**src/rtl/mmio_uart_tx.sv**
```systemverilog
// Memory-mapped console transmitter: CPU stores feed a small byte FIFO that an
// 8N1 serializer drains onto txd; a status register reports busy/full/overflow.
module mmio_uart_tx #(
  parameter logic [31:0] TX_ADDR      = 32'h0000_FF00,
  parameter logic [31:0] STATUS_ADDR  = 32'h0000_FF04,
  parameter int          CLKS_PER_BIT = 4,
  parameter int          FIFO_AW      = 3
) (
  input  logic               clk,
  input  logic               rst,
  input  logic               we,
  input  logic [31:0]        addr,
  input  logic [31:0]        wdata,
  output logic [31:0]        rdata,
  output logic               hit,
  output logic               txd,
  output logic [FIFO_AW:0]   fifo_count
);

  localparam int DEPTH  = 2 ** FIFO_AW;
  localparam int BAUD_W = (CLKS_PER_BIT > 1) ? $clog2(CLKS_PER_BIT) : 1;

  localparam logic [1:0] IDLE  = 2'd0;
  localparam logic [1:0] START = 2'd1;
  localparam logic [1:0] DATA  = 2'd2;
  localparam logic [1:0] STOP  = 2'd3;

  logic [7:0]         r_mem [DEPTH];
  logic [FIFO_AW-1:0] r_wr_ptr;
  logic [FIFO_AW-1:0] r_rd_ptr;
  logic [FIFO_AW:0]   r_count;
  logic               r_overflow;

  logic [1:0]         r_state;
  logic [BAUD_W-1:0]  r_baud;
  logic [2:0]         r_bit;
  logic [7:0]         r_shift;
  logic               r_txd;

  logic               w_tx_sel;
  logic               w_status_sel;
  logic               w_full;
  logic               w_busy;
  logic               w_push;
  logic               w_drop;
  logic               w_clear;
  logic               w_pop;
  logic               w_baud_last;
  logic [7:0]         w_head;
  logic               w_unused_wdata;

  assign w_tx_sel     = (addr == TX_ADDR);
  assign w_status_sel = (addr == STATUS_ADDR);
  assign w_full       = (r_count == (FIFO_AW+1)'(DEPTH));
  assign w_busy       = (r_state != IDLE) || (r_count != '0);
  // full is the pre-edge value, so a pop on the same edge cannot rescue a push
  assign w_push       = we && w_tx_sel && !w_full;
  assign w_drop       = we && w_tx_sel && w_full;
  assign w_clear      = we && w_status_sel && wdata[2];
  assign w_baud_last  = (r_baud == BAUD_W'(CLKS_PER_BIT - 1));
  assign w_pop        = (r_count != '0) &&
                        ((r_state == IDLE) || ((r_state == STOP) && w_baud_last));
  assign w_head       = r_mem[r_rd_ptr];
  assign w_unused_wdata = ^wdata[31:8];

  assign hit        = w_tx_sel || w_status_sel;
  assign txd        = r_txd;
  assign fifo_count = r_count;

  always_comb begin
    // NOTE: assign a default before any condition so no path leaves rdata unassigned (no latch).
    rdata = '0;
    if (w_status_sel) rdata = {29'b0, r_overflow, w_full, w_busy};
  end

  // NOTE: storage is not reset; the pointers and count define which entries are valid.
  always_ff @(posedge clk) begin
    if (w_push) r_mem[r_wr_ptr] <= wdata[7:0];
  end

  // NOTE: sequential state uses non-blocking assignments so every register sees pre-edge values.
  always_ff @(posedge clk) begin
    if (rst) begin
      r_wr_ptr   <= '0;
      r_rd_ptr   <= '0;
      r_count    <= '0;
      r_overflow <= 1'b0;
    end else begin
      if (w_push) r_wr_ptr <= r_wr_ptr + 1'b1;
      if (w_pop)  r_rd_ptr <= r_rd_ptr + 1'b1;
      case ({w_push, w_pop})
        2'b10:   r_count <= r_count + 1'b1;
        2'b01:   r_count <= r_count - 1'b1;
        default: r_count <= r_count;
      endcase
      if (w_drop)       r_overflow <= 1'b1;
      else if (w_clear) r_overflow <= 1'b0;
    end
  end

  always_ff @(posedge clk) begin
    if (rst) begin
      r_state <= IDLE;
      r_baud  <= '0;
      r_bit   <= '0;
      r_shift <= '0;
      r_txd   <= 1'b1;
    end else begin
      case (r_state)
        IDLE: begin
          if (w_pop) begin
            r_state <= START;
            r_shift <= w_head;
            r_txd   <= 1'b0;
            r_baud  <= '0;
            r_bit   <= '0;
          end
        end
        START: begin
          if (w_baud_last) begin
            r_state <= DATA;
            r_txd   <= r_shift[0];
            r_shift <= {1'b0, r_shift[7:1]};
            r_baud  <= '0;
            r_bit   <= '0;
          end else begin
            r_baud <= r_baud + 1'b1;
          end
        end
        DATA: begin
          if (w_baud_last) begin
            r_baud <= '0;
            if (r_bit == 3'd7) begin
              r_state <= STOP;
              r_txd   <= 1'b1;
              r_bit   <= '0;
            end else begin
              r_bit   <= r_bit + 1'b1;
              r_txd   <= r_shift[0];
              r_shift <= {1'b0, r_shift[7:1]};
            end
          end else begin
            r_baud <= r_baud + 1'b1;
          end
        end
        STOP: begin
          if (w_baud_last) begin
            r_baud <= '0;
            r_bit  <= '0;
            // back-to-back frames: the next start bit follows the stop bit directly
            if (w_pop) begin
              r_state <= START;
              r_shift <= w_head;
              r_txd   <= 1'b0;
            end else begin
              r_state <= IDLE;
            end
          end else begin
            r_baud <= r_baud + 1'b1;
          end
        end
        default: begin
          r_state <= IDLE;
          r_txd   <= 1'b1;
        end
      endcase
    end
  end

endmodule

```
**config.mk**
```make
export PLATFORM = sky130hd
export DESIGN_NAME = mmio_uart_tx
export DESIGN_NICKNAME = d
export VERILOG_FILES = /design/src/rtl/mmio_uart_tx.sv
export SDC_FILE = /design/constraint.sdc
export NUM_CORES = 1
export LEC_CHECK = 0
export ABC_AREA = 1
export ABC_CLOCK_PERIOD_IN_PS = 3200
export CORE_MARGIN = 3
export CORE_UTILIZATION = 40
export CTS_CLUSTER_SIZE = 10
export DETAILED_ROUTE_END_ITERATION = 10
export GPL_TIMING_DRIVEN = 0
export PLACE_DENSITY = 0.69
export SLEW_MARGIN = 20
export SYNTH_ARGS = -nofsm -noshare
export SYNTH_HDL_FRONTEND = slang
export SYNTH_SLANG_ARGS = --single-unit
```
**constraint.sdc**
```tcl
create_clock -name clk -period 3.2 [get_ports clk]
set_input_delay 0.64 -clock clk [delete_from_list [all_inputs] [get_ports clk]]
set_output_delay 0.64 -clock clk [all_outputs]
set_load 0.01 [all_outputs]
```
==> impl_metrics.ini <==
[yosys]
syn-cell-area_mm2 = 0.004571
synth_edf_count = 64
synth_compound_gate_area_share = 0.05667
synthXorXnorAreaFrac = 0.009581
yosysTopAreaCellShare = 0.4205
yosysSeqAreaShare = 0.5519
synthSimpleGateAreaFrac = 0.2497
ys_types = 31
synth_top_area_cell = edfxtp_1
synthMuxAreaShare = 0
syn_inst = 481
synth_top_family_by_area = simple AND/OR/NAND/NOR gates
avgSynthCellArea_um2 = 9.502
async_flop_share = 0
synthAdderAreaFrac = 0.03559
yosys_warnings = 0
synth_area_leaders = edfxtp_1, dfxtp_1, nand2_1, nand3_1, buf_4
synth_seq_cells = 94
synth_flop_cell = edfxtp_1

[clock_tree]
cts_sinks = 94
cts_buffers = 9
cts_tree = yes
clk_path_buf_depth = 2
root_buffer = clkbuf_16
clkSlewWorstSetupHoldPaths_ns = 0.07
post-cts-setup-buffer-count = 0
clk_latency_ns = 0.35
hold_buffers = 0
cts_resized = 0
htree_levels = 3

[sta]
fmax_mhz = 332.3
drv_slew = 0
setup_violations = 0
slew-limit-headroom = 0.3174
min_period_ns = 3.010
skew_ns = 0.01091
finalHoldViolations = 0
hold_ws_ns = 0.4322
layout_setup_ws_ns = 0.1903
min_period_over_period = 0.9405
tns_ns = 0
tightest_slew_ns = 1.020
rsz0062_at_grt = no

[final_layout]
stdcell_area_mm2 = 0.005694
fin_nets = 650
diodes = 0
drive_gt1_frac = 0.1687
instances_no_fill = 715
multi_input_area_mm2 = 0.001735
fin_util = 0.5185
seqCellArea_mm2 = 0.002522
fillers = 995
syn_to_final_growth_pct = 24.58

[pwr]
p_leak_nw = 2.315
power_density_mw_per_mm2 = 782.5
p_seq_frac = 0.340
pwr-share-comb = 0.404
p_int_mw = 2.742
switching_share = 0.3846
pwr-share-clk = 0.255
p_sw_mw = 1.714
peakVddDrop_v = 0.0004308
finalPower_mw = 4.456

[worst_setup_path]
cp_max_fo = 4
cp-start-kind = primary input
cp-end-kind = output port
critPathKind = primary input to output port
crit_arrival_ns = 2.37
critical_path.slowest_cell = clkdlybuf4s50_1
required_ns = 2.56
crit_family = buffers and inverters
critPathBufInv = 4
worstPathCellList = clkdlybuf4s50_1, nand2_1, inv_1, nand2_1, nor2_1, inv_1, nor2_1, nand2_1, nor2_1, clkdlybuf4s50_1
critPathMaxStageDelay_ns = 0.57

[route]
vias = 3429
viasPerCell = 4.796
wire_per_inst_um = 14.33
drcViolationCount = 0
ant_nets = 0
dr.first_iter.drc_count = 220
wirelength_um = 10250
dr.pass1.iters = 4

[floorplan]
rows = 38
core_mm2 = 0.01098
dieWidth_um = 112.9
dieHeight_um = 112.9
die_area_mm2 = 0.01275
start_util = 0.4162
ios = 105

[placement]
globalplace.congestion = 0.8028
placed_area_mm2 = 0.005371
dp.cells = 699
port_buffers = 50
dp.final_hpwl_um = 7046
pre_cts_slack_ns = 0.06281

[global_routing]
grt_pass1_wl_um = 16290
grt_pass1_vias = 3227
antenna_found_initial = 0
track_usage = 0.1628
overflow = 0
grt_max_degree = 20

[flow_run]
drv_cap = 0

[hold_path]
hp-class = flip-flop to flip-flop

[status]
outcome = complete, no violations
-- cells by family (layout without fill, tap and decap cells) --
logic type      after synthesis  after routing
fa+ha+maj                    13             13
other cells                   1             29
xor+xnor                      5              5
simple gates                249            249
buf+inv                      78            144
flops                        94             94
compound gates               41             41
-- routing by layer --
| layer | global-route usage | wire length (µm) | vias up |
|---|---|---|---|
| li1 | - | - | 1730 |
| met1 | 0.2086 | 4361 | 1574 |
| met2 | 0.2745 | 5110 | 110 |
| met3 | 0.03155 | 627 | 15 |
| met4 | 0.06010 | 146 | 0 |
| met5 | 0 | 0 | - |
-- worst register-to-register path: cells and delay by family, from the launching register on --
kind / cells / cell delay (ns)
adder cells (fa/ha/maj): 3 / 0.66
flip-flops: 1 / 0.41
AO/OA/AOI/OAI: 3 / 0.38
XOR/XNOR: 2 / 0.37
buffers and inverters: 3 / 0.27
AND/OR/NAND/NOR: 1 / 0.11
-- final timing paths --
check / from / slack [ns] / depth (start not counted) / to
setup / recovery: addr[14] / 0.19 / 10 / rdata[1]
hold / removal: r_rd_ptr[2] / 0.43 / 1 / flip-flop
setup reg to reg: r_state[0] / 0.90 / 12 / fifo_count[2]
hold reg to reg: r_rd_ptr[2] / 0.43 / 1 / flip-flop
-- flip-flops by register name, indices dropped and copies added, names as in the netlist, named ones only --
| signal | count |
|---|---|
| r_shift | 8 |
| fifo_count | 4 |
| r_overflow | 1 |
| txd | 1 |
| r_wr_ptr | 3 |
| r_rd_ptr | 3 |
| r_state | 2 |
| r_bit | 3 |
| r_baud | 2 |
| r_mem | 64 |
-- synth_stat cells, types with 2 or more instances --
master      n
o21ai_0    14
nand2_4     2
nand4_1     5
xor2_1      4
nand3_2     2
nor2_1     53
nand2_1   105
nand3b_1    2
nand3_1    57
nor2_2      2
edfxtp_1   64
dfxtp_1    30
a21oi_2     8
nor3_1      5
buf_1       2
a21oi_1    14
ha_1       13
buf_2      10
inv_2       4
o211ai_1    4
buf_4      31
inv_1      30
nand2_2    10
nor2_4      3
-- cell type report --
class                           instances  area share
Sequential cell                        94      0.4430
Multi-Input combinational cell        337      0.3048
Timing Repair Buffer                   50     0.08789
Buffer                                 44     0.05449
Clock buffer                            9     0.03955
Tap cell                              140     0.03076
Inverter                               34     0.02241
Clock inverter                          7     0.01714
-- placed cells by master (no fill, tap or decap), types with 13 or more instances in the layout --
cell type / count
inv_1: 30
nor2_1: 53
clkdlybuf4s50_1: 50
edfxtp_1: 64
a21oi_1: 14
nand2_1: 105
o21ai_0: 14
nand3_1: 57
ha_1: 13
buf_4: 31
conb_1: 29
dfxtp_1: 30
-- power by group through the flow --
| stage | clock (mW) | sequential [mW] | combinational, mW |
|---|---|---|---|
| after global placement | 0 | 1.53 | 1.75 |
| after global routing | 1.20 | 1.53 | 2.03 |
| final | 1.14 | 1.52 | 1.80 |
| after detailed placement | 0 | 1.54 | 1.79 |
| after CTS | 1.15 | 1.52 | 1.80 |
| after floorplan | 0 | 1.53 | 1.34 |
(Power assumes the default switching activity.)
